<file path="config.mk">
export PLATFORM = sky130hd
export DESIGN_NAME = rx_lane_align_ctrl_flat
export DESIGN_NICKNAME = d
export VERILOG_FILES = /design/src/rtl/rx_align_pkg.sv /design/src/rtl/rx_lane_align_ctrl_if.sv /design/src/rtl/rx_align_window_chk.sv /design/src/rtl/rx_lane_align_ctrl.sv /design/src/flat_wrapper.sv
export SDC_FILE = /design/constraint.sdc
export NUM_CORES = 1
export LEC_CHECK = 0
export CAP_MARGIN = 20
export CORE_ASPECT_RATIO = 1.1
export CORE_MARGIN = 2
export CORE_UTILIZATION = 45
export DETAILED_ROUTE_END_ITERATION = 8
export GPL_ROUTABILITY_DRIVEN = 1
export HOLD_SLACK_MARGIN = 0.1
export PLACE_DENSITY = 0.66
export REMOVE_ABC_BUFFERS = 1
export SLEW_MARGIN = 0
export SYNTH_ARGS = -nofsm -noshare
export SYNTH_HDL_FRONTEND = slang
export SYNTH_HIERARCHICAL = 1
export SYNTH_SLANG_ARGS = --single-unit
</file>
<file path="constraint.sdc">
create_clock -name FAB_CLK -period 3.3 [get_ports FAB_CLK]
set_input_delay 0.99 -clock FAB_CLK [delete_from_list [all_inputs] [get_ports FAB_CLK]]
set_output_delay 0.99 -clock FAB_CLK [all_outputs]
set_load 0.1 [all_outputs]
</file>
<file path="src/rtl/rx_align_pkg.sv">
// Shared types, widths and helpers for the receive lane alignment controller.
package rx_align_pkg;

  localparam int TAP_W     = 8;
  localparam int SLIP_W    = 2;
  localparam int MAX_RATIO = 8;
  localparam int IDX_W     = 3;

  // Top-level training sequence states.
  typedef enum logic [2:0] {
    ST_IDLE,
    ST_FIND_START,
    ST_FIND_END,
    ST_CENTER,
    ST_ALIGN,
    ST_PASS,
    ST_FAIL
  } align_state_e;

  // Phases of one settle / sample check window.
  typedef enum logic [1:0] {
    CHK_IDLE,
    CHK_SETTLE,
    CHK_SAMPLE
  } chk_phase_e;

  // True when 'word' equals some rotation of 'pattern', both using the low
  // 'ratio' bits (upper bits are expected to be zero).
  function automatic logic is_rotation(input logic [MAX_RATIO-1:0] word,
                                       input logic [MAX_RATIO-1:0] pattern,
                                       input int ratio);
    logic                 hit;
    logic [MAX_RATIO-1:0] rot;
    hit = 1'b0;
    for (int r = 0; r < MAX_RATIO; r++) begin
      rot = '0;
      for (int i = 0; i < MAX_RATIO; i++) begin
        if (i < ratio) begin
          rot[IDX_W'(i)] = pattern[IDX_W'((i + r) % ratio)];
        end
      end
      if ((r < ratio) && (rot == word)) begin
        hit = 1'b1;
      end
    end
    return hit;
  endfunction

endpackage

</file>
<file path="src/rtl/rx_lane_align_ctrl_if.sv">
// Bundle of sequencer / IOD signals seen by the lane alignment controller.
interface rx_lane_align_ctrl_if #(
  parameter int RATIO = 4
);
  import rx_align_pkg::*;

  logic                  START;
  logic [RATIO-1:0]      RX_DATA;
  logic                  DELAY_LINE_OUT_OF_RANGE;
  logic                  RX_BIT_SLIP;
  logic                  DELAY_LINE_LOAD;
  logic                  DELAY_LINE_MOVE;
  logic                  DELAY_LINE_DIRECTION;
  logic                  BUSY;
  logic                  DONE;
  logic                  ERROR;
  logic [TAP_W-1:0]      TAP_OUT;
  logic [SLIP_W-1:0]     SLIP_CNT;

  // Controller side.
  modport master (
    input  START, RX_DATA, DELAY_LINE_OUT_OF_RANGE,
    output RX_BIT_SLIP, DELAY_LINE_LOAD, DELAY_LINE_MOVE, DELAY_LINE_DIRECTION,
    output BUSY, DONE, ERROR, TAP_OUT, SLIP_CNT
  );

  // Sequencer / IOD side.
  modport slave (
    output START, RX_DATA, DELAY_LINE_OUT_OF_RANGE,
    input  RX_BIT_SLIP, DELAY_LINE_LOAD, DELAY_LINE_MOVE, DELAY_LINE_DIRECTION,
    input  BUSY, DONE, ERROR, TAP_OUT, SLIP_CNT
  );

endinterface

</file>
<file path="src/rtl/rx_align_window_chk.sv">
// Settle-then-sample window checker: waits SETTLE_CYC cycles after start_chk,
// then compares SAMPLE_CYC consecutive words (loose or exact) and reports
// the verdict with a one-cycle done_chk pulse.
module rx_align_window_chk
  import rx_align_pkg::*;
#(
  parameter int               RATIO      = 4,
  parameter logic [RATIO-1:0] PATTERN    = 4'b0011,
  parameter int               SETTLE_CYC = 8,
  parameter int               SAMPLE_CYC = 16
) (
  input  logic             clk,
  input  logic             rst,
  input  logic             start_chk,
  input  logic             settle_only,
  input  logic             exact,
  input  logic [RATIO-1:0] rx_data,
  output logic             done_chk,
  output logic             pass
);

  localparam int CNT_W = 8;

  chk_phase_e       phase_q, phase_d;
  logic [CNT_W-1:0] cnt_q, cnt_d;
  logic [RATIO-1:0] first_q, first_d;
  logic             ok_q, ok_d;
  logic             exact_q, exact_d;
  logic             settle_only_q, settle_only_d;
  logic             done_q, done_d;
  logic             pass_q, pass_d;
  logic             word_ok;

  // Window sequencing and word comparison; the first word sets the reference
  // that every later word in the window must repeat.
  always_comb begin
    phase_d       = phase_q;
    cnt_d         = cnt_q;
    first_d       = first_q;
    ok_d          = ok_q;
    exact_d       = exact_q;
    settle_only_d = settle_only_q;
    done_d        = 1'b0;
    pass_d        = pass_q;
    word_ok       = 1'b0;

    if (cnt_q == '0) begin
      if (exact_q) begin
        word_ok = (rx_data == PATTERN);
      end else begin
        word_ok = is_rotation(MAX_RATIO'(rx_data), MAX_RATIO'(PATTERN), RATIO);
      end
    end else begin
      word_ok = (rx_data == first_q);
    end

    if (start_chk) begin
      phase_d       = CHK_SETTLE;
      cnt_d         = '0;
      exact_d       = exact;
      settle_only_d = settle_only;
    end else begin
      case (phase_q)
        CHK_IDLE: begin
          phase_d = CHK_IDLE;
        end
        CHK_SETTLE: begin
          if (cnt_q == CNT_W'(SETTLE_CYC - 1)) begin
            cnt_d = '0;
            if (settle_only_q) begin
              done_d  = 1'b1;
              pass_d  = 1'b1;
              phase_d = CHK_IDLE;
            end else begin
              phase_d = CHK_SAMPLE;
            end
          end else begin
            cnt_d = cnt_q + 1'b1;
          end
        end
        CHK_SAMPLE: begin
          if (cnt_q == '0) begin
            first_d = rx_data;
            ok_d    = word_ok;
          end else begin
            ok_d = ok_q & word_ok;
          end
          if (cnt_q == CNT_W'(SAMPLE_CYC - 1)) begin
            done_d  = 1'b1;
            pass_d  = ok_d;
            phase_d = CHK_IDLE;
            cnt_d   = '0;
          end else begin
            cnt_d = cnt_q + 1'b1;
          end
        end
        default: begin
          phase_d = CHK_IDLE;
        end
      endcase
    end
  end

  // Window checker state register.
  always_ff @(posedge clk or posedge rst) begin
    if (rst) begin
      phase_q       <= CHK_IDLE;
      cnt_q         <= '0;
      first_q       <= '0;
      ok_q          <= 1'b0;
      exact_q       <= 1'b0;
      settle_only_q <= 1'b0;
      done_q        <= 1'b0;
      pass_q        <= 1'b0;
    end else begin
      phase_q       <= phase_d;
      cnt_q         <= cnt_d;
      first_q       <= first_d;
      ok_q          <= ok_d;
      exact_q       <= exact_d;
      settle_only_q <= settle_only_d;
      done_q        <= done_d;
      pass_q        <= pass_d;
    end
  end

  assign done_chk = done_q;
  assign pass     = pass_q;

endmodule

</file>
<file path="src/rtl/rx_lane_align_ctrl.sv">
// Receive lane training controller: loads the delay line, sweeps it to find
// both eye edges, walks back to the eye centre, then bit-slips until the
// deserialised word matches the training pattern.
module rx_lane_align_ctrl
  import rx_align_pkg::*;
#(
  parameter int               RATIO      = 4,
  parameter logic [RATIO-1:0] PATTERN    = 4'b0011,
  parameter int               TAP_MAX    = 127,
  parameter int               SETTLE_CYC = 8,
  parameter int               SAMPLE_CYC = 16
) (
  input  logic                 FAB_CLK,
  input  logic                 ARST,
  rx_lane_align_ctrl_if.master bus
);

  align_state_e      state_q, state_d;
  logic              wait_q, wait_d;
  logic              load_q, load_d;
  logic              move_q, move_d;
  logic              dir_q, dir_d;
  logic              slip_q, slip_d;
  logic              start_chk_q, start_chk_d;
  logic              settle_only_q, settle_only_d;
  logic              exact_q, exact_d;
  logic              busy_q, busy_d;
  logic              done_q, done_d;
  logic              error_q, error_d;
  logic [SLIP_W-1:0] slip_cnt_q, slip_cnt_d;
  logic [TAP_W-1:0]  tap_q, tap_d;
  logic [TAP_W-1:0]  start_tap_q, start_tap_d;
  logic [TAP_W-1:0]  end_tap_q, end_tap_d;

  logic              done_chk;
  logic              chk_pass;
  logic [TAP_W:0]    centre_sum;
  logic [TAP_W-1:0]  target;
  logic              tap_at_max;
  logic              oor;

  assign centre_sum = {1'b0, start_tap_q} + {1'b0, end_tap_q};
  assign target     = centre_sum[TAP_W:1];
  assign tap_at_max = (tap_q >= TAP_W'(TAP_MAX));
  assign oor        = bus.DELAY_LINE_OUT_OF_RANGE;

  rx_align_window_chk #(
    .RATIO      (RATIO),
    .PATTERN    (PATTERN),
    .SETTLE_CYC (SETTLE_CYC),
    .SAMPLE_CYC (SAMPLE_CYC)
  ) u_window_chk (
    .clk         (FAB_CLK),
    .rst         (ARST),
    .start_chk   (start_chk_q),
    .settle_only (settle_only_q),
    .exact       (exact_q),
    .rx_data     (bus.RX_DATA),
    .done_chk    (done_chk),
    .pass        (chk_pass)
  );

  // Next-state and pulse decisions; every pulse also launches a check window.
  always_comb begin
    state_d       = state_q;
    wait_d        = wait_q;
    load_d        = 1'b0;
    move_d        = 1'b0;
    dir_d         = 1'b0;
    slip_d        = 1'b0;
    start_chk_d   = 1'b0;
    settle_only_d = 1'b0;
    exact_d       = 1'b0;
    busy_d        = busy_q;
    done_d        = done_q;
    error_d       = error_q;
    slip_cnt_d    = slip_cnt_q;
    start_tap_d   = start_tap_q;
    end_tap_d     = end_tap_q;

    case (state_q)
      ST_IDLE: begin
        if (bus.START && !busy_q) begin
          load_d      = 1'b1;
          start_chk_d = 1'b1;
          wait_d      = 1'b1;
          busy_d      = 1'b1;
          done_d      = 1'b0;
          error_d     = 1'b0;
          slip_cnt_d  = '0;
          state_d     = ST_FIND_START;
        end
      end
      ST_FIND_START: begin
        if (wait_q && done_chk) begin
          wait_d = 1'b0;
          if (chk_pass) begin
            start_tap_d = tap_q;
            if (tap_at_max || oor) begin
              end_tap_d = tap_q;
              state_d   = ST_CENTER;
            end else begin
              move_d      = 1'b1;
              dir_d       = 1'b1;
              start_chk_d = 1'b1;
              wait_d      = 1'b1;
              state_d     = ST_FIND_END;
            end
          end else if (!tap_at_max && !oor) begin
            move_d      = 1'b1;
            dir_d       = 1'b1;
            start_chk_d = 1'b1;
            wait_d      = 1'b1;
          end else begin
            state_d = ST_FAIL;
          end
        end
      end
      ST_FIND_END: begin
        if (wait_q && done_chk) begin
          wait_d = 1'b0;
          if (!chk_pass) begin
            end_tap_d = tap_q - 1'b1;
            state_d   = ST_CENTER;
          end else if (tap_at_max || oor) begin
            end_tap_d = tap_q;
            state_d   = ST_CENTER;
          end else begin
            move_d      = 1'b1;
            dir_d       = 1'b1;
            start_chk_d = 1'b1;
            wait_d      = 1'b1;
          end
        end
      end
      ST_CENTER: begin
        if (wait_q) begin
          if (done_chk) begin
            wait_d = 1'b0;
          end
        end else if (tap_q > target) begin
          move_d        = 1'b1;
          start_chk_d   = 1'b1;
          settle_only_d = 1'b1;
          wait_d        = 1'b1;
        end else begin
          start_chk_d = 1'b1;
          exact_d     = 1'b1;
          wait_d      = 1'b1;
          state_d     = ST_ALIGN;
        end
      end
      ST_ALIGN: begin
        if (wait_q && done_chk) begin
          wait_d = 1'b0;
          if (chk_pass) begin
            state_d = ST_PASS;
          end else if (slip_cnt_q < SLIP_W'(RATIO - 1)) begin
            slip_d      = 1'b1;
            slip_cnt_d  = slip_cnt_q + 1'b1;
            start_chk_d = 1'b1;
            exact_d     = 1'b1;
            wait_d      = 1'b1;
          end else begin
            state_d = ST_FAIL;
          end
        end
      end
      ST_PASS: begin
        done_d  = 1'b1;
        busy_d  = 1'b0;
        state_d = ST_IDLE;
      end
      ST_FAIL: begin
        error_d = 1'b1;
        busy_d  = 1'b0;
        state_d = ST_IDLE;
      end
      default: begin
        state_d = ST_IDLE;
      end
    endcase
  end

  // Tap counter follows the issued LOAD/MOVE pulses one cycle later, clamped.
  always_comb begin
    tap_d = tap_q;
    if (load_q) begin
      tap_d = '0;
    end else if (move_q && dir_q && (tap_q < TAP_W'(TAP_MAX))) begin
      tap_d = tap_q + 1'b1;
    end else if (move_q && !dir_q && (tap_q != '0)) begin
      tap_d = tap_q - 1'b1;
    end
  end

  // Controller state register; reset drops every output at once.
  always_ff @(posedge FAB_CLK or posedge ARST) begin
    if (ARST) begin
      state_q       <= ST_IDLE;
      wait_q        <= 1'b0;
      load_q        <= 1'b0;
      move_q        <= 1'b0;
      dir_q         <= 1'b0;
      slip_q        <= 1'b0;
      start_chk_q   <= 1'b0;
      settle_only_q <= 1'b0;
      exact_q       <= 1'b0;
      busy_q        <= 1'b0;
      done_q        <= 1'b0;
      error_q       <= 1'b0;
      slip_cnt_q    <= '0;
      tap_q         <= '0;
      start_tap_q   <= '0;
      end_tap_q     <= '0;
    end else begin
      state_q       <= state_d;
      wait_q        <= wait_d;
      load_q        <= load_d;
      move_q        <= move_d;
      dir_q         <= dir_d;
      slip_q        <= slip_d;
      start_chk_q   <= start_chk_d;
      settle_only_q <= settle_only_d;
      exact_q       <= exact_d;
      busy_q        <= busy_d;
      done_q        <= done_d;
      error_q       <= error_d;
      slip_cnt_q    <= slip_cnt_d;
      tap_q         <= tap_d;
      start_tap_q   <= start_tap_d;
      end_tap_q     <= end_tap_d;
    end
  end

  assign bus.RX_BIT_SLIP          = slip_q;
  assign bus.DELAY_LINE_LOAD      = load_q;
  assign bus.DELAY_LINE_MOVE      = move_q;
  assign bus.DELAY_LINE_DIRECTION = dir_q;
  assign bus.BUSY                 = busy_q;
  assign bus.DONE                 = done_q;
  assign bus.ERROR                = error_q;
  assign bus.TAP_OUT              = tap_q;
  assign bus.SLIP_CNT             = slip_cnt_q;

endmodule

</file>
<file path="src/flat_wrapper.sv">
// flat-port wrapper written by rule: the top's interface ports become plain ports
module rx_lane_align_ctrl_flat import rx_align_pkg::*;
#(
  parameter int               RATIO      = 4,
  parameter logic [RATIO-1:0] PATTERN    = 4'b0011,
  parameter int               TAP_MAX    = 127,
  parameter int               SETTLE_CYC = 8,
  parameter int               SAMPLE_CYC = 16
)
  (FAB_CLK, ARST, bus_START, bus_RX_DATA, bus_DELAY_LINE_OUT_OF_RANGE, bus_RX_BIT_SLIP, bus_DELAY_LINE_LOAD, bus_DELAY_LINE_MOVE, bus_DELAY_LINE_DIRECTION, bus_BUSY, bus_DONE, bus_ERROR, bus_TAP_OUT, bus_SLIP_CNT);
  rx_lane_align_ctrl_if #(.RATIO(RATIO)) bus_i ();
  input  logic FAB_CLK;
  input  logic ARST;
  input wire logic [$bits(bus_i.START)-1:0] bus_START;
  input wire logic [$bits(bus_i.RX_DATA)-1:0] bus_RX_DATA;
  input wire logic [$bits(bus_i.DELAY_LINE_OUT_OF_RANGE)-1:0] bus_DELAY_LINE_OUT_OF_RANGE;
  output wire logic [$bits(bus_i.RX_BIT_SLIP)-1:0] bus_RX_BIT_SLIP;
  output wire logic [$bits(bus_i.DELAY_LINE_LOAD)-1:0] bus_DELAY_LINE_LOAD;
  output wire logic [$bits(bus_i.DELAY_LINE_MOVE)-1:0] bus_DELAY_LINE_MOVE;
  output wire logic [$bits(bus_i.DELAY_LINE_DIRECTION)-1:0] bus_DELAY_LINE_DIRECTION;
  output wire logic [$bits(bus_i.BUSY)-1:0] bus_BUSY;
  output wire logic [$bits(bus_i.DONE)-1:0] bus_DONE;
  output wire logic [$bits(bus_i.ERROR)-1:0] bus_ERROR;
  output wire logic [$bits(bus_i.TAP_OUT)-1:0] bus_TAP_OUT;
  output wire logic [$bits(bus_i.SLIP_CNT)-1:0] bus_SLIP_CNT;
  assign bus_i.START = bus_START;
  assign bus_i.RX_DATA = bus_RX_DATA;
  assign bus_i.DELAY_LINE_OUT_OF_RANGE = bus_DELAY_LINE_OUT_OF_RANGE;
  assign bus_RX_BIT_SLIP = bus_i.RX_BIT_SLIP;
  assign bus_DELAY_LINE_LOAD = bus_i.DELAY_LINE_LOAD;
  assign bus_DELAY_LINE_MOVE = bus_i.DELAY_LINE_MOVE;
  assign bus_DELAY_LINE_DIRECTION = bus_i.DELAY_LINE_DIRECTION;
  assign bus_BUSY = bus_i.BUSY;
  assign bus_DONE = bus_i.DONE;
  assign bus_ERROR = bus_i.ERROR;
  assign bus_TAP_OUT = bus_i.TAP_OUT;
  assign bus_SLIP_CNT = bus_i.SLIP_CNT;
  rx_lane_align_ctrl #(.RATIO(RATIO), .PATTERN(PATTERN), .TAP_MAX(TAP_MAX), .SETTLE_CYC(SETTLE_CYC), .SAMPLE_CYC(SAMPLE_CYC)) u_core (.FAB_CLK(FAB_CLK), .ARST(ARST), .bus(bus_i));
endmodule
</file>
; ---- Yosys cells after proc, flatten, opt, wreduce, memory -nomap -nowiden
; Index checks and enable logic that the tools add are counted.
[op_classes]
n_eq_ne = 33
n_bitwise = 2
reduce_logical = 37
n_addsub = 5
magnitude_cmp = 4
mux = 90
[ops]
columns = op, n
row1 = $mux 8, 11
row2 = $mux 1, 44
row3 = $mux 3, 12
row4 = $pmux 8 s2, 2
row5 = $eq 4x4->1, 5
row6 = $add 8x1->8 const B, 2
row7 = $mux 2, 8
row8 = $pmux 3 s5, 1
row9 = $reduce_and 5->1, 3
row10 = $ne 2x2->1 const B, 7
row11 = $pmux 1 s2, 7
row12 = $reduce_bool 2->1, 6
row13 = $ne 2x1->1 const B, 5
row14 = $pmux 1 s5, 2
row15 = $reduce_and 2->1, 5
row16 = $add 8x8->9, 1
row17 = $eq 3x3->1 const B, 3
row18 = $ne 3x2->1 const B, 3
row19 = $reduce_and 9->1, 1
row20 = $eq 8x3->1 const B, 1
row21 = $eq 8x4->1 const B, 1
row22 = $ge 8x7->1 const B, 1
row23 = $gt 8x8->1, 1
row24 = $logic_not 8->1, 1
row25 = 24 further kinds, 38
[totals]
output_inout_bits = 17
word_cells = 195
register_bits = 59
inputBits = 8

; ---- Longest topological paths before layout
; Gate-level depths: netlist of the first run.
[depth]
ltp_word = 13
depth_mapped = 13
mapped_depth_nobuf = 13

; ---- By module
; The synthesis of the first run kept the hierarchy.
[by_module_without_submodules]
columns = module, area_each_um2, seq_area_each_um2, cells_per_inst, instances
row1 = rx_lane_align_ctrl, 2685.1, 1001.0, 287, 1
row2 = rx_align_window_chk, 1113.6, 475.5, 110, 1

; ---- Least setup slack after synthesis of the first run
; No wires, ideal clock.
[synth_path]
path_kind = reg2reg
startpoint = register u_core.start_tap_q[2]
endpoint = register u_core.state_q[0]
n_path_buf = 0
setup_slack_ps = 116
t_arrival_ps = 3105
setup_ps = 79
stages_incl_launch_ff = 13
path_cell_list = dfrtp_1 ha_1 a21oi_1 a21boi_0 o31ai_1 mux2_2 a2111oi_0 ha_1 nand4_1 nor2_1 a2111oi_0 a211o_1 a2bb2oi_1
[synth_via]
elab_chain_cells = 4
[synth_rtl]
columns = element, line_no
row1 = "start, declared", rx_lane_align_ctrl.sv:32  ; logic [TAP_W-1:0] start_tap_q, start_tap_d;
row2 = "start signal, assigned", rx_lane_align_ctrl.sv:231  ; start_tap_q <= start_tap_d;
row3 = $add 8x8->9, rx_lane_align_ctrl.sv:42  ; assign centre_sum = {1'b0, start_tap_q} + {1'b0, end_tap_q};
row4 = $gt 8x8->1, rx_lane_align_ctrl.sv:141  ; end else if (tap_q > target) begin
row5 = $ne 2x2->1 (no line), --
row6 = $reduce_and 9->1 (no line), --
row7 = "end signal, assigned", rx_lane_align_ctrl.sv:217  ; state_q <= state_d;
row8 = "end, declared", rx_lane_align_ctrl.sv:18  ; align_state_e state_q, state_d;
; Every way passes these cells.
; A chain may end at the register's enable or synchronous reset.

; ---- Worst setup path after layout of the first run
; Same ends and word-level chain as after synthesis.

==> flow_metrics.py, run 1 <==
metrics = {
    "outcome": {
        "status": "finished clean",
    },
    "cts": {
        "clock_path_buffers": 2,
        "root_buffer": "clkbuf_8",
        "path_clk_slew_ps": 80,
        "tritoncts": "yes",
        "h-tree-depth": 3,
        "clock_latency_ps": 350,
        "clkSinkCount": 59,
        "ctsHoldBuffers": 0,
        "cts_made_buffers": 9,
    },
    "finish": {
        "design_area_sq_mm": 0.004377,
        "antennaDiodeCount": 0,
        "drive_gt1_share_pct": 18.85,
        "nets": 462,
        "areaGrowthSynthToFinish_pct": 15.22,
        "fillers": 749,
        "postLayoutCoreUtil_pct": 52.88,
    },
    "timing": {
        "finalSetupViolations": 0,
        "slew_headroom_pct": 45.94,
        "fin_worst_skew_ps": 12.49,
        "worst_pin_slew_ps": 804.7,
        "hold_violations": 0,
        "hold_ws_ps": 474.8,
        "finalCritPeriodShare_pct": 97.21,
        "fmax_mhz": 311.7,
        "timing.final.crit_period_ps": 3208,
        "rsz0062_at_grt": "yes",
        "slew_violations": 0,
    },
    "worst_setup_path": {
        "worstPathArrival_ps": 3480,
        "path_max_fanout": 3,
        "required_ps": 3570,
        "critical_path_class": "register to register",
        "end_kind": "register",
        "start_kind": "register",
    },
    "global_routing": {
        "grt_util_all_layers_pct": 20.36,
        "grt_start_max_net_pins": 41,
        "grt_remaining_overflow": 0,
        "grt_pass1_wl_um": 14720,
        "grt_pass1_vias": 2999,
        "antenna_found_initial": 0,
    },
    "synth": {
        "synth.distinct_cells": 70,
        "synth_edf_count": 0,
        "ys_seq_elements": 59,
        "yosysWarnings": 6,
        "synthCells": 397,
        "syn_area_sq_mm": 0.003799,
        "ys_seq_area_share_pct": 38.87,
        "syn_area_per_cell_sq_um": 9.568,
        "synthFlopType": "dfrtp_1",
        "synthArstFlopShare_pct": 100.0,
    },
    "drt": {
        "via_count": 3128,
        "antenna_left": 0,
        "drtIter0Drc": 191,
        "drc": 0,
        "vias_per_cell": 5.729,
        "finalWirelength_um": 8747,
        "routedWlPerCell_um": 16.02,
        "detail_route.first_pass.iterations": 4,
    },
    "power": {
        "power_frac_comb_pct": 33.2,
        "switching_power_uw": 941.2,
        "ir_drop_v": 0.0004461,
        "total_power_uw": 2359,
        "powerDensity_mw_per_mm2": 539.0,
        "swShare_pct": 39.89,
        "p_leak_uw": 0.002034,
        "clkPwrFrac_pct": 24.8,
        "seq_power_share_pct": 42.0,
        "power.internal_uw": 1418,
    },
    "min_path": {
        "hp-class": "register to register",
    },
    "die": {
        "die_area_sq_mm": 0.009193,
        "start_util_pct": 45.90,
        "num_rows": 35,
        "die-width_um": 91.60,
        "fp.dieH_um": 100.4,
        "io_pins": 25,
        "core_area_sq_mm": 0.008277,
    },
    "placed_design": {
        "portBuffers": 24,
        "postPlaceCellArea_sq_mm": 0.004081,
        "routabilityCongestion": 0.8393,
        "hpwlAfterDp_um": 6229,
    },
    "run": {
        "cap_violations": 0,
    },
}
## repair_timing
action / 4_1_cts / 5_1_grt
pin swaps: 5 / 8
gates resized for setup: 10 / 5
endpoints found under the setup margin: 3 / 6
setup buffers: 8 / 0
## cells by family (layout without fill, tap and decap cells)
group,after synthesis,after routing,synth area share [%]
flip-flops,59,59,38.87
AND/OR/NAND/NOR,140,140,19.43
buffers and inverters,33,71,4.183
XOR/XNOR,24,24,5.534
adder cells (fa/ha/maj),24,24,8.103
multiplexers,14,14,4.546
AO/OA/AOI/OAI,103,103,19.33
## final timing paths
path | startpoint | to | slack [ps] | cells after the start
max in group asynchronous | ARST | u_core/u_window_chk/cnt_q[4]$_DFFE_PP0P_ | 1690 | 2
hold / removal | u_core/exact_q$_DFF_PP0_ | u_core/u_window_chk/exact_q$_DFFE_PP0P_ | 470 | 1
min in group asynchronous | ARST | u_core/u_window_chk/phase_q[0]$_DFFE_PP0P_ | 1120 | 2
hold reg to reg | u_core/exact_q$_DFF_PP0_ | u_core/u_window_chk/exact_q$_DFFE_PP0P_ | 470 | 1
setup / recovery | u_core/start_tap_q[2]$_DFFE_PP0P_ | u_core/state_q[0]$_DFFE_PP0P_ | 90 | 18
setup reg to reg | u_core/start_tap_q[2]$_DFFE_PP0P_ | u_core/state_q[0]$_DFFE_PP0P_ | 90 | 18
## Yosys cell counts (5+ instances only)
library cell | n | share of area [%]
dfrtp_1 | 59 | 39
nor2_1 | 36 | 3.6
nand2_1 | 32 | 3.2
ha_1 | 23 | 7.6
a21oi_1 | 19 | 2.5
inv_1 | 18 | 1.8
o21ai_0 | 18 | 2.4
xnor2_1 | 15 | 3.5
nand3_1 | 13 | 1.7
mux2_2 | 10 | 3.0
nand4_1 | 10 | 1.6
nor2b_1 | 9 | 1.5
xor2_1 | 9 | 2.1
nor3_1 | 8 | 1.1
o211ai_1 | 6 | 1.2
clkbuf_1 | 5 | 0.49
o21a_1 | 5 | 0.99
## cell usage in the layout (no fill, tap or decap), drive strengths merged, types with 4 or more instances in the layout
master         synthesis  layout
a2bb2oi                4       4
ha                    23      23
xor2                   9       9
clkdlybuf4s50          0       7
and2                   4       4
o21ai                 21      21
nand4                 10      10
a22o                   4       4
o211ai                 6       6
clkbuf                 5      12
nand2                 33      33
o21a                   5       5
a21oi                 19      19
o22ai                  4       4
mux2                  14      14
xnor2                 15      15
inv                   18      18
buf                   10      30
nor2                  37      37
and3                   4       4
nand3                 13      13
o31ai                  5       5
nor2b                  9       9
nor3                   9       9
dfrtp                 59      59
## routing by layer
metal,vias up,global-route usage (%),routed length (um)
li1,1523,-,-
met1,1528,27.29,4063
met2,68,32.18,4241
met3,9,5.255,318
met4,0,6.993,123
met5,-,0,0
## final cells by class
| class | count | area [sq um] | area share (%) |
|---|---|---|---|
| multi-input combinational | 305 | 2227 | 50.89 |
| sequential | 59 | 1476 | 33.73 |
| timing repair buffer | 37 | 295.3 | 6.747 |
| clock buffer | 12 | 145.1 | 3.316 |
| tap | 111 | 138.9 | 3.173 |
| inverter | 18 | 67.56 | 1.544 |
| clock inverter | 4 | 26.28 | 0.6003 |
## critical path: stages (launching register included)
cell and delay [ps]:
dfrtp_1 420, ha_4 300, nand4_1 140, a21boi_2 220, o31ai_2 90, buf_4 140
buf_4 120, buf_4 120, buf_4 120, buf_4 120, buf_4 120, buf_4 120
nand2_1 50, ha_1 120, nand4_1 110, buf_4 170, a2111oi_2 330, a211o_1 190
a2bb2oi_2 140
## power groups by stage
stage               combinational [uW]  sequential [uW]  clock [uW]
floorplan                          463             1120           0
global placement                   750              996           0
detailed placement                 769              999           0
CTS                                778              989         601
global route                       861             1010         648
finish                             784              990         585
## stage by stage
step / setup slack, ps / TNS, ps / instances
4_1_cts: 3.878 / 0 / 546
6_report: 92.15 / 0 / 546
2_1_floorplan: 115.5 / 0 / 382
5_1_grt: -20.15 / -20.15 / 546
3_3_place_gp: -22.17 / -22.17 / 522
3_5_place_dp: -169.1 / -360.7 / 522
## sequential cells by signal, indices dropped and copies added (netlist names)
| signal | flops |
|---|---|
| u_core/settle_only_q | 1 |
| u_core/u_window_chk/first_q | 4 |
| u_core/u_window_chk/settle_only_q | 1 |
| u_core/bus.DELAY_LINE_MOVE | 1 |
| u_core/bus.TAP_OUT | 8 |
| u_core/start_chk_q | 1 |
| u_core/u_window_chk/pass | 1 |
| u_core/u_window_chk/exact_q | 1 |
| u_core/bus.ERROR | 1 |
| u_core/u_window_chk/cnt_q | 8 |
| u_core/start_tap_q | 8 |
| u_core/wait_q | 1 |
| u_core/bus.DELAY_LINE_DIRECTION | 1 |
| u_core/bus.DONE | 1 |
| u_core/bus.DELAY_LINE_LOAD | 1 |
| u_core/bus.RX_BIT_SLIP | 1 |
| u_core/end_tap_q | 8 |
| u_core/u_window_chk/phase_q | 2 |
| u_core/bus.BUSY | 1 |
| u_core/exact_q | 1 |
| u_core/bus.SLIP_CNT | 2 |
| u_core/u_window_chk/done_chk | 1 |
| u_core/u_window_chk/ok_q | 1 |
| u_core/state_q | 3 |
(Power assumes the default switching activity.)
==> run 2: changes to the inputs <==
--- a/config.mk
+++ b/config.mk
@@ -14,6 +14,7 @@
 export HOLD_SLACK_MARGIN = 0.1
 export PLACE_DENSITY = 0.66
 export REMOVE_ABC_BUFFERS = 1
+export SKIP_CTS_REPAIR_TIMING = 1
 export SLEW_MARGIN = 0
 export SYNTH_ARGS = -nofsm -noshare
 export SYNTH_HDL_FRONTEND = slang
==> run 2 against run 1 <==
  * Non-clock buffer count decreased by 7
  * Register-to-register slack about the same
  * Cell count down 1.3%
  * Die area stayed put
  * Clock skew hardly changed
  * Worst setup slack lost 2.7 ps
  * Via count shrank 1.3%
  * Fmax about the same
  * Sequential cell count did not move
  * Critical endpoint unchanged
  * Largest power group unchanged
==> flow_metrics.py, run 2 (synthesis results as in run 1) <==
metrics = {
    "placed_design": {
        "place_ws_ps": -169.1,
        "portBuffers": 24,
        "hpwlAfterDp_um": 6229,
        "routabilityCongestion": 0.8393,
    },
    "power": {
        "ir_drop_v": 0.0004470,
        "powerDensity_mw_per_mm2": 542.4,
        "p_leak_uw": 0.002011,
    },
    "drt": {
        "drtIter0Drc": 153,
        "finalWirelength_um": 8733,
        "drc": 0,
        "routedWlPerCell_um": 16.20,
        "antenna_left": 0,
        "vias_per_cell": 5.725,
        "via_count": 3086,
        "detail_route.first_pass.iterations": 4,
    },
    "worst_setup_path": {
        "reg2reg_setup_slack_ps": 90,
        "required_ps": 3560,
        "path_max_fanout": 3,
        "end_kind": "register",
        "worstPathArrival_ps": 3470,
        "critical_path_class": "register to register",
        "start_kind": "register",
    },
    "finish": {
        "multi_input_area_sq_mm": 0.002233,
        "fillers": 756,
        "drive_gt1_share_pct": 17.06,
        "regArea_sq_mm": 0.001476,
        "areaGrowthSynthToFinish_pct": 14.00,
        "final_cell_mix": "59 x dfrtp_1, 35 x nor2_1, 32 x nand2_1",
        "antennaDiodeCount": 0,
        "layout_commonest_cell": "dfrtp_1",
        "nets": 455,
    },
    "timing": {
        "finalCritPeriodShare_pct": 97.29,
        "slew_violations": 0,
        "worst_pin_slew_ps": 806.7,
        "hold_ws_ps": 474.0,
        "fin_worst_skew_ps": 12.03,
        "slew_headroom_pct": 45.80,
        "layout_setup_ws_ps": 89.43,
        "finalSetupViolations": 0,
        "timing.final.crit_period_ps": 3211,
        "hold_violations": 0,
        "fmax_mhz": 311.5,
        "setup-tns-final_ps": 0,
    },
    "cts": {
        "clock_latency_ps": 350,
        "cts_made_buffers": 9,
        "root_buffer": "clkbuf_8",
        "h-tree-depth": 3,
        "clkSinkCount": 59,
        "tritoncts": "yes",
        "clock_path_buffers": 2,
        "path_clk_slew_ps": 70,
    },
    "run": {
        "cap_violations": 0,
    },
    "global_routing": {
        "grt_remaining_overflow": 0,
        "grt_util_all_layers_pct": 19.95,
        "grt_pass1_wl_um": 14500,
        "grt_pass1_vias": 2953,
        "antenna_found_initial": 0,
        "grt_start_max_net_pins": 41,
    },
    "die": {
        "die-width_um": 91.60,
        "fp.dieH_um": 100.4,
        "core_area_sq_mm": 0.008277,
        "die_area_sq_mm": 0.009193,
        "io_pins": 25,
        "num_rows": 35,
        "start_util_pct": 45.90,
    },
    "outcome": {
        "status": "finished clean",
    },
    "min_path": {
        "hp-class": "register to register",
    },
}
==> run 2: changes by cell type in the layout (fill, tap and decap cells not counted), sizes merged <==
cell  change
buf       -7
==> run 2: routing by layer <==
| layer | GRT usage (%) | vias up | wire length, um |
|---|---|---|---|
| li1 | - | 1506 | - |
| met1 | 27.43 | 1493 | 4016 |
| met2 | 31.22 | 75 | 4229 |
| met3 | 3.453 | 12 | 367 |
| met4 | 8.392 | 0 | 119 |
| met5 | 0 | - | 0 |
==> run 2: metrics by stage <==
step,utilization (%),instances,area (sq um),total power [uW]
6_report,52.32,539,4330,2349
5_1_grt,52.32,539,4330,2511
4_1_cts,51.38,538,4253,2359
3_5_place_dp,49.31,522,4081,1768
3_3_place_gp,49.31,522,4081,1747
2_1_floorplan,-,382,3707,1582
==> run 2: final cells by class <==
type                       instances  share of cell area, %
multi-input combinational        305                  51.57
inverter                          18                  1.560
clock buffer                      12                  3.352
sequential                        59                  34.09
clock inverter                     4                 0.6068
timing repair buffer              30                  5.605
tap                              111                  3.207
==> run 2: critical path: stages, from the launching register on <==
cell and delay, ps:
dfrtp_1 420, ha_4 270, a21oi_2 150, a21boi_1 110
o31ai_2 300, mux2_4 350, a2111oi_4 320, ha_1 290
nand4_1 130, nor2_2 80, a2111oi_2 330, a211o_1 190
a2bb2oi_1 180
==> run 2: path summary, 6_finish.rpt <==
kind,to,start,cells after the start
max in group asynchronous,u_core/u_window_chk/cnt_q[4]$_DFFE_PP0P_,ARST,2
worst max register to register,u_core/state_q[0]$_DFFE_PP0P_,u_core/start_tap_q[2]$_DFFE_PP0P_,12
min in group asynchronous,u_core/u_window_chk/phase_q[0]$_DFFE_PP0P_,ARST,2
worst max-delay path,u_core/state_q[0]$_DFFE_PP0P_,u_core/start_tap_q[2]$_DFFE_PP0P_,12
worst min register to register,u_core/u_window_chk/settle_only_q$_DFFE_PP0P_,u_core/settle_only_q$_DFF_PP0_,1
worst min-delay path,u_core/u_window_chk/settle_only_q$_DFFE_PP0P_,u_core/settle_only_q$_DFF_PP0_,1
==> run 2: power by group <==
group	switching (uW)	internal [uW]	total, uW
clock network	292	292	583
registers	162	828	990
logic	482	293	775
total	936	1410	2350
